$ cat src/rtl/ring_router_param_if.sv
// Handshake bundle between a ring router node and its CW/CCW neighbours and local PE.
// Pure wiring; no latency.
// Each channel is a valid/ready pair; ready flows opposite to valid and data.
interface ring_router_param_if #(
  parameter int DW = 64
);
  logic          cwsi;
  logic [DW-1:0] cwdi;
  logic          cwri;
  logic          cwso;
  logic [DW-1:0] cwdo;
  logic          cwro;
  logic          ccwsi;
  logic [DW-1:0] ccwdi;
  logic          ccwri;
  logic          ccwso;
  logic [DW-1:0] ccwdo;
  logic          ccwro;
  logic          pesi;
  logic [DW-1:0] pedi;
  logic          peri;
  logic          peso;
  logic [DW-1:0] pedo;
  logic          pero;
  logic          polarity;

  // Environment side: drives inbound flits and outbound readies.
  modport master (
    output cwsi, cwdi, cwro, ccwsi, ccwdi, ccwro, pesi, pedi, pero,
    input  cwri, cwso, cwdo, ccwri, ccwso, ccwdo, peri, peso, pedo, polarity
  );

  // Router side.
  modport slave (
    input  cwsi, cwdi, cwro, ccwsi, ccwdi, ccwro, pesi, pedi, pero,
    output cwri, cwso, cwdo, ccwri, ccwso, ccwdo, peri, peso, pedo, polarity
  );
endinterface

$ cat src/rtl/ring_router_param.sv
// Bidirectional ring node: per-input FIFOs, hop-count routing, round-robin output registers.
// Latency: 2 cycles inbound handshake to outbound valid (FIFO write, then output register load).
// Backpressure: inbound ready = FIFO not full (registered only); outputs hold until accepted.
module ring_router_param #(
  parameter int DW    = 64,
  parameter int HOPW  = 4,
  parameter int DEPTH = 4
) (
  input  logic               clk,
  input  logic               rst,
  ring_router_param_if.slave io
);
  localparam int AW      = $clog2(DEPTH);
  localparam int HOP_MSB = DW - 2;
  // Source / output indices.
  localparam int CW  = 0;
  localparam int CCW = 1;
  localparam int PE  = 2;
  localparam logic [AW:0]     FULL    = (AW + 1)'(DEPTH);
  localparam logic [HOPW-1:0] HOP_ONE = HOPW'(1);

  logic [DW-1:0] mem_q [3][DEPTH];
  logic [DW-1:0] mem_d [3][DEPTH];
  logic [AW-1:0] rd_q  [3];
  logic [AW-1:0] rd_d  [3];
  logic [AW-1:0] wr_q  [3];
  logic [AW-1:0] wr_d  [3];
  logic [AW:0]   cnt_q [3];
  logic [AW:0]   cnt_d [3];
  logic [2:0]    vld_q, vld_d;
  logic [DW-1:0] dat_q [3];
  logic [DW-1:0] dat_d [3];
  // ptr_cw/ptr_ccw: 0 = ring source has priority, 1 = pe has priority.
  logic          ptr_cw_q, ptr_cw_d, ptr_ccw_q, ptr_ccw_d;
  // ptr_pe: index of the highest-priority source (cw, ccw, pe).
  logic [1:0]    ptr_pe_q, ptr_pe_d;
  logic          polarity_q, polarity_d;

  logic [2:0]    in_vld, in_rdy, out_rdy, push, pop, load, gv;
  logic [DW-1:0] in_dat [3];
  logic [DW-1:0] head   [3];
  logic [DW-1:0] fwd    [3];
  logic [2:0]    req    [3];  // req[output][source]
  logic [1:0]    gnt    [3];

  assign in_vld    = {io.pesi, io.ccwsi, io.cwsi};
  assign in_dat[0] = io.cwdi;
  assign in_dat[1] = io.ccwdi;
  assign in_dat[2] = io.pedi;
  assign out_rdy   = {io.pero, io.ccwro, io.cwro};

  assign io.cwri     = in_rdy[CW];
  assign io.ccwri    = in_rdy[CCW];
  assign io.peri     = in_rdy[PE];
  assign io.cwso     = vld_q[CW];
  assign io.ccwso    = vld_q[CCW];
  assign io.peso     = vld_q[PE];
  assign io.cwdo     = dat_q[CW];
  assign io.ccwdo    = dat_q[CCW];
  assign io.pedo     = dat_q[PE];
  assign io.polarity = polarity_q;

  // Decode each FIFO head into an output request; ring forwards carry hop-1.
  always_comb begin
    for (int o = 0; o < 3; o++) req[o] = '0;
    for (int s = 0; s < 3; s++) begin
      in_rdy[s] = (cnt_q[s] != FULL);
      push[s]   = in_vld[s] & in_rdy[s];
      head[s]   = mem_q[s][rd_q[s]];
      fwd[s]    = head[s];
      fwd[s][HOP_MSB -: HOPW] = head[s][HOP_MSB -: HOPW] - HOP_ONE;
      if (cnt_q[s] != '0) begin
        if (head[s][HOP_MSB -: HOPW] == '0) req[PE][s] = 1'b1;
        else if (s == PE) req[head[s][DW-1] ? CCW : CW][s] = 1'b1;
        else req[s][s] = 1'b1;
      end
    end
  end

  // Round-robin grant per output, pops, output register and FIFO next state.
  always_comb begin
    int idx;
    idx  = 0;
    load = ~vld_q | out_rdy;

    gv[CW]   = load[CW] & (req[CW][CW] | req[CW][PE]);
    gnt[CW]  = (req[CW][PE] && (!req[CW][CW] || ptr_cw_q)) ? 2'd2 : 2'd0;
    gv[CCW]  = load[CCW] & (req[CCW][CCW] | req[CCW][PE]);
    gnt[CCW] = (req[CCW][PE] && (!req[CCW][CCW] || ptr_ccw_q)) ? 2'd2 : 2'd1;
    gv[PE]   = load[PE] & (|req[PE]);
    gnt[PE]  = 2'd0;
    // Walk from lowest to highest priority so the last hit is the winner.
    for (int k = 2; k >= 0; k--) begin
      idx = (int'(ptr_pe_q) + k) % 3;
      if (req[PE][idx]) gnt[PE] = 2'(idx);
    end

    pop = '0;
    for (int o = 0; o < 3; o++) begin
      vld_d[o] = vld_q[o];
      dat_d[o] = dat_q[o];
      if (gv[o]) pop[gnt[o]] = 1'b1;
      if (load[o]) begin
        vld_d[o] = gv[o];
        if (gv[o]) dat_d[o] = (o == PE || gnt[o] == 2'd2) ? head[gnt[o]] : fwd[gnt[o]];
      end
    end

    ptr_cw_d   = gv[CW]  ? (gnt[CW] == 2'd0)  : ptr_cw_q;
    ptr_ccw_d  = gv[CCW] ? (gnt[CCW] == 2'd1) : ptr_ccw_q;
    ptr_pe_d   = gv[PE]  ? ((gnt[PE] == 2'd2) ? 2'd0 : gnt[PE] + 2'd1) : ptr_pe_q;
    polarity_d = ~polarity_q;

    for (int s = 0; s < 3; s++) begin
      mem_d[s] = mem_q[s];
      wr_d[s]  = wr_q[s];
      rd_d[s]  = rd_q[s];
      cnt_d[s] = cnt_q[s];
      if (push[s]) begin
        mem_d[s][wr_q[s]] = in_dat[s];
        wr_d[s] = wr_q[s] + 1'b1;
      end
      if (pop[s]) rd_d[s] = rd_q[s] + 1'b1;
      if (push[s] && !pop[s]) cnt_d[s] = cnt_q[s] + 1'b1;
      else if (!push[s] && pop[s]) cnt_d[s] = cnt_q[s] - 1'b1;
    end
  end

  // State registers; reset drops every buffered and in-flight flit.
  always_ff @(posedge clk or posedge rst) begin
    if (rst) begin
      for (int s = 0; s < 3; s++) begin
        for (int i = 0; i < DEPTH; i++) mem_q[s][i] <= '0;
        rd_q[s]  <= '0;
        wr_q[s]  <= '0;
        cnt_q[s] <= '0;
        dat_q[s] <= '0;
      end
      vld_q      <= '0;
      ptr_cw_q   <= 1'b0;
      ptr_ccw_q  <= 1'b0;
      ptr_pe_q   <= 2'd0;
      polarity_q <= 1'b0;
    end else begin
      mem_q      <= mem_d;
      rd_q       <= rd_d;
      wr_q       <= wr_d;
      cnt_q      <= cnt_d;
      dat_q      <= dat_d;
      vld_q      <= vld_d;
      ptr_cw_q   <= ptr_cw_d;
      ptr_ccw_q  <= ptr_ccw_d;
      ptr_pe_q   <= ptr_pe_d;
      polarity_q <= polarity_d;
    end
  end
endmodule

$ cat src/flat_wrapper.sv
// flat-port wrapper written by rule: the top's interface ports become plain ports
module ring_router_param_flat 
#(
  parameter int DW    = 64,
  parameter int HOPW  = 4,
  parameter int DEPTH = 4
)
  (clk, rst, io_cwsi, io_cwdi, io_cwro, io_ccwsi, io_ccwdi, io_ccwro, io_pesi, io_pedi, io_pero, io_cwri, io_cwso, io_cwdo, io_ccwri, io_ccwso, io_ccwdo, io_peri, io_peso, io_pedo, io_polarity);
  ring_router_param_if #(.DW(DW)) io_i ();
  input  logic clk;
  input  logic rst;
  input wire logic [$bits(io_i.cwsi)-1:0] io_cwsi;
  input wire logic [$bits(io_i.cwdi)-1:0] io_cwdi;
  input wire logic [$bits(io_i.cwro)-1:0] io_cwro;
  input wire logic [$bits(io_i.ccwsi)-1:0] io_ccwsi;
  input wire logic [$bits(io_i.ccwdi)-1:0] io_ccwdi;
  input wire logic [$bits(io_i.ccwro)-1:0] io_ccwro;
  input wire logic [$bits(io_i.pesi)-1:0] io_pesi;
  input wire logic [$bits(io_i.pedi)-1:0] io_pedi;
  input wire logic [$bits(io_i.pero)-1:0] io_pero;
  output wire logic [$bits(io_i.cwri)-1:0] io_cwri;
  output wire logic [$bits(io_i.cwso)-1:0] io_cwso;
  output wire logic [$bits(io_i.cwdo)-1:0] io_cwdo;
  output wire logic [$bits(io_i.ccwri)-1:0] io_ccwri;
  output wire logic [$bits(io_i.ccwso)-1:0] io_ccwso;
  output wire logic [$bits(io_i.ccwdo)-1:0] io_ccwdo;
  output wire logic [$bits(io_i.peri)-1:0] io_peri;
  output wire logic [$bits(io_i.peso)-1:0] io_peso;
  output wire logic [$bits(io_i.pedo)-1:0] io_pedo;
  output wire logic [$bits(io_i.polarity)-1:0] io_polarity;
  assign io_i.cwsi = io_cwsi;
  assign io_i.cwdi = io_cwdi;
  assign io_i.cwro = io_cwro;
  assign io_i.ccwsi = io_ccwsi;
  assign io_i.ccwdi = io_ccwdi;
  assign io_i.ccwro = io_ccwro;
  assign io_i.pesi = io_pesi;
  assign io_i.pedi = io_pedi;
  assign io_i.pero = io_pero;
  assign io_cwri = io_i.cwri;
  assign io_cwso = io_i.cwso;
  assign io_cwdo = io_i.cwdo;
  assign io_ccwri = io_i.ccwri;
  assign io_ccwso = io_i.ccwso;
  assign io_ccwdo = io_i.ccwdo;
  assign io_peri = io_i.peri;
  assign io_peso = io_i.peso;
  assign io_pedo = io_i.pedo;
  assign io_polarity = io_i.polarity;
  ring_router_param #(.DW(DW), .HOPW(HOPW), .DEPTH(DEPTH)) u_core (.clk(clk), .rst(rst), .io(io_i));
endmodule
$ cat config.mk
export PLATFORM = sky130hd
export DESIGN_NAME = ring_router_param_flat
export DESIGN_NICKNAME = d
export VERILOG_FILES = /design/src/rtl/ring_router_param_if.sv /design/src/rtl/ring_router_param.sv /design/src/flat_wrapper.sv
export SDC_FILE = /design/constraint.sdc
export NUM_CORES = 2
export LEC_CHECK = 0
export ABC_AREA = 1
export CAP_MARGIN = 10
export CORE_MARGIN = 2
export CORE_UTILIZATION = 45
export CTS_CLUSTER_DIAMETER = 30
export DETAILED_ROUTE_END_ITERATION = 10
export PLACE_DENSITY = 0.65
export SLEW_MARGIN = 20
export SYNTH_ARGS = -nofsm -noshare
export SYNTH_HDL_FRONTEND = slang
export SYNTH_SLANG_ARGS = --single-unit
$ cat constraint.sdc
create_clock -name clk -period 39 [get_ports clk]
set_input_delay 7.8 -clock clk [delete_from_list [all_inputs] [get_ports clk]]
set_output_delay 7.8 -clock clk [all_outputs]
set_load 0.03 [all_outputs]
==> impl_results.md <==
- Status: complete, no violations
- Fraction of layout cells with a size suffix above 1: between 20% and 30%
- Synthesized area per cell: ~10 sq um
- Min Tclk post-route: ~11 ns
- Power density over the cells: about 110 mW/mm^2
- First-pass GRT wire length: about 220000 microns
- Worst-path clk slew: 0.04 ns
- Max IR drop VDD: roughly 0.12 mV
- Vias in the first global route: between 30k and 40k
- Hold slack: about 0.43 ns
- Routed length per placed instance: 22.91 microns
- Synth area leader: dfrtp_1
- Worst slew margin: approximately 25%
- Commonest non-fill, non-tap cell in the layout: dfrtp_1
- Post-CTS Setup Bufs: 0
- Post-DRT Antenna Nets: 0
- Die Area: slightly above 0.1 sq mm
- Crit. End Element: asynchronous set/reset pin
- Num CTS Buffers: approximately 200
- Rows: roughly 120
- I/O Buffers: about 400
- Fmax: 92.23 MHz
- Post-synth cell types: slightly above 40
- CTS sink count: 989
- Worst setup path class: in -> async
- Clk_skew: roughly 0.04 ns
- Initial antenna violation count: 38
- DRC Markers: 0
- Synthesis-to-finish area growth: 27.99%
- # setup viols final: 0
- Core area: between 0.09 and 0.1 sq mm
- Ys flop type: dfrtp_1
- Most frequent cells in the layout: dfrtp_1 (984), nand2_1 (874), mux2_2 (526), o21ai_0 (505), inv_1 (411)
- Post-Route Setup TNS: 0 ns
- Dpl cells: just under 6k
- Util after Layout: about 58%
- Worst-Margin Slew: between 1 and 1.5 ns
- Die H: around 320 microns
- Worst EP required: about 40 ns
- Hold Buf Count CTS: 0
- Clk root buf: clkbuf_16
- Asr flop ratio synth: 100.0%
- TritonCTS clock tree: yes
- RSZ-0062 raised after global routing: false
- Largest net degree at the start of global routing: 170
- Tcrit/Tclk final: ~28%
- Post_cts resized: 0
- CP arrival: ~12 ns
- Max Root-Sink Buffers: 3
- H-tree level count: 4
- Critical path launch point type: primary input
- EDFF count, synth: 0
- Register area share after synthesis: roughly 55%
- Cells after Synth: approximately 4.5k
- Total power: ~6.6 mW
- Die X: between 300 and 400 microns
- Slew Viols, Final: 0
- Max Cap Violations: 0
- Synth area leaders: dfrtp_1 (55%), mux2_2 (13%), nand2_1 (7.3%)
- NumNets Final: roughly 5k
- Vias/cell: 5.594
- Hold WC Path Type: reg -> reg
- Max FO, Critical Path: 126
- Routability-driven placement congestion ratio: 0.8563
- Routed Wire Length: around 150000 microns
- Share of the synthesized area in the top cell type: 55.27%
- Hold Vio Cnt, Final: 0
- Vias post-DR: 35.49k
- Global route overflow: 0
- Detailed Route Iter0 Violations: between 3k and 4k
- Synthesized flop and latch total: 989
- Post-Layout Cell Count: about 6.3k
- Post-synthesis cell area: ~0.045 sq mm
- HPWL Detailed: between 90000 and 100000 microns
- Worst R2R Setup Slack: between 30 and 40 ns
- Initial DRT Pass Iterations: 6
- Net Count, Synth: approximately 4.7k
- IO Pins: ~400
- Clk_lat worst skew: ~0.79 ns
- Starting density of the core: 45.43%
- LEAKAGE: about 25 nW
- All-Layer GR Usage: 28.42%
- Yosys warns: 0
## cells in the mapped netlist, types with 4 or more instances
| library cell | number |
|---|---|
| dfrtp_1 | 989 |
| nand2_1 | 876 |
| mux2_2 | 526 |
| o21ai_0 | 505 |
| inv_1 | 414 |
| a21oi_1 | 249 |
| nor2_1 | 206 |
| clkbuf_1 | 182 |
| o221ai_1 | 122 |
| nand3_1 | 103 |
| buf_2 | 83 |
| a22oi_1 | 59 |
| a32oi_1 | 58 |
| buf_1 | 19 |
| ha_1 | 19 |
| nand2_2 | 15 |
| buf_6 | 10 |
| xor2_1 | 10 |
| inv_2 | 9 |
| xnor2_1 | 7 |
| nand3_2 | 6 |
| nand4_1 | 5 |
| o211ai_1 | 4 |
## sequential cells by signal, indices dropped and copies added (netlist names), 2 cells and up
name             count
u_core.cnt_q         9
u_core.io.ccwdo     64
u_core.io.cwdo      64
u_core.io.pedo      64
u_core.mem_q       768
u_core.ptr_pe_q      2
u_core.rd_q          6
u_core.vld_q         3
u_core.wr_q          6
## power by group
group | switching [mW] | internal [mW]
sequential | 0.313 | 1.57
combinational | 1.81 | 0.990
clock | 0.600 | 1.29
## metrics by stage
step | instance area (sq um) | setup WS [ns]
3_5_place_dp | 49600 | 27.27
2_1_floorplan | 44780 | 3.376
4_1_cts | 57240 | 28.07
6_report | 57310 | 28.16
5_1_grt | 57300 | 27.62
3_3_place_gp | 49600 | 27.28
## routing by layer
metal	global-route usage [%]	vias up	routed length [microns]
li1	-	15930	-
met1	40.64	17700	63520
met2	40.98	1541	62890
met3	7.915	286	14010
met4	10.90	34	4663
met5	0	-	225
## worst max-delay path: stages
cell	delay, ns
clkdlybuf4s50_1	0.49
inv_8	0.56
buf_4	0.80
buf_4	0.80
buf_4	0.76
## final cells by class
| type | instances | area, sq um |
|---|---|---|
| fill | 8105 | 41250 |
| antenna | 17 | 42.54 |
| timing repair buffer | 449 | 4399 |
| sequential | 989 | 24760 |
| clock buffer | 252 | 5635 |
| multi-input combinational | 2792 | 17250 |
| inverter | 424 | 1605 |
| clock inverter | 134 | 2003 |
| tap | 1287 | 1610 |
## final timing paths
kind / end / from / cells past startpoint
setup / recovery: u_core.mem_q[346] / rst / 5
hold / removal: u_core.io.polarity / u_core.io.polarity / 1
setup reg to reg: u_core.cnt_q[5] / u_core.rd_q[5] / 22
hold reg to reg: u_core.io.polarity / u_core.io.polarity / 1
max in group clk: u_core.mem_q[766] / io_cwsi / 5
min in group asynchronous: u_core.mem_q[630] / rst / 2
## cell families after synthesis
logic type	count (synthesis)	synth area share [%]
and+or+nand+nor	1218	10.79
AOI/OAI and AO/OA	1008	13.23
DFF	989	55.27
buffers and inverters	720	6.457
muxes	526	13.23
adders and majority gates	22	0.6650
xor gates and xnor gates	18	0.3688
(Power assumes the default switching activity.)
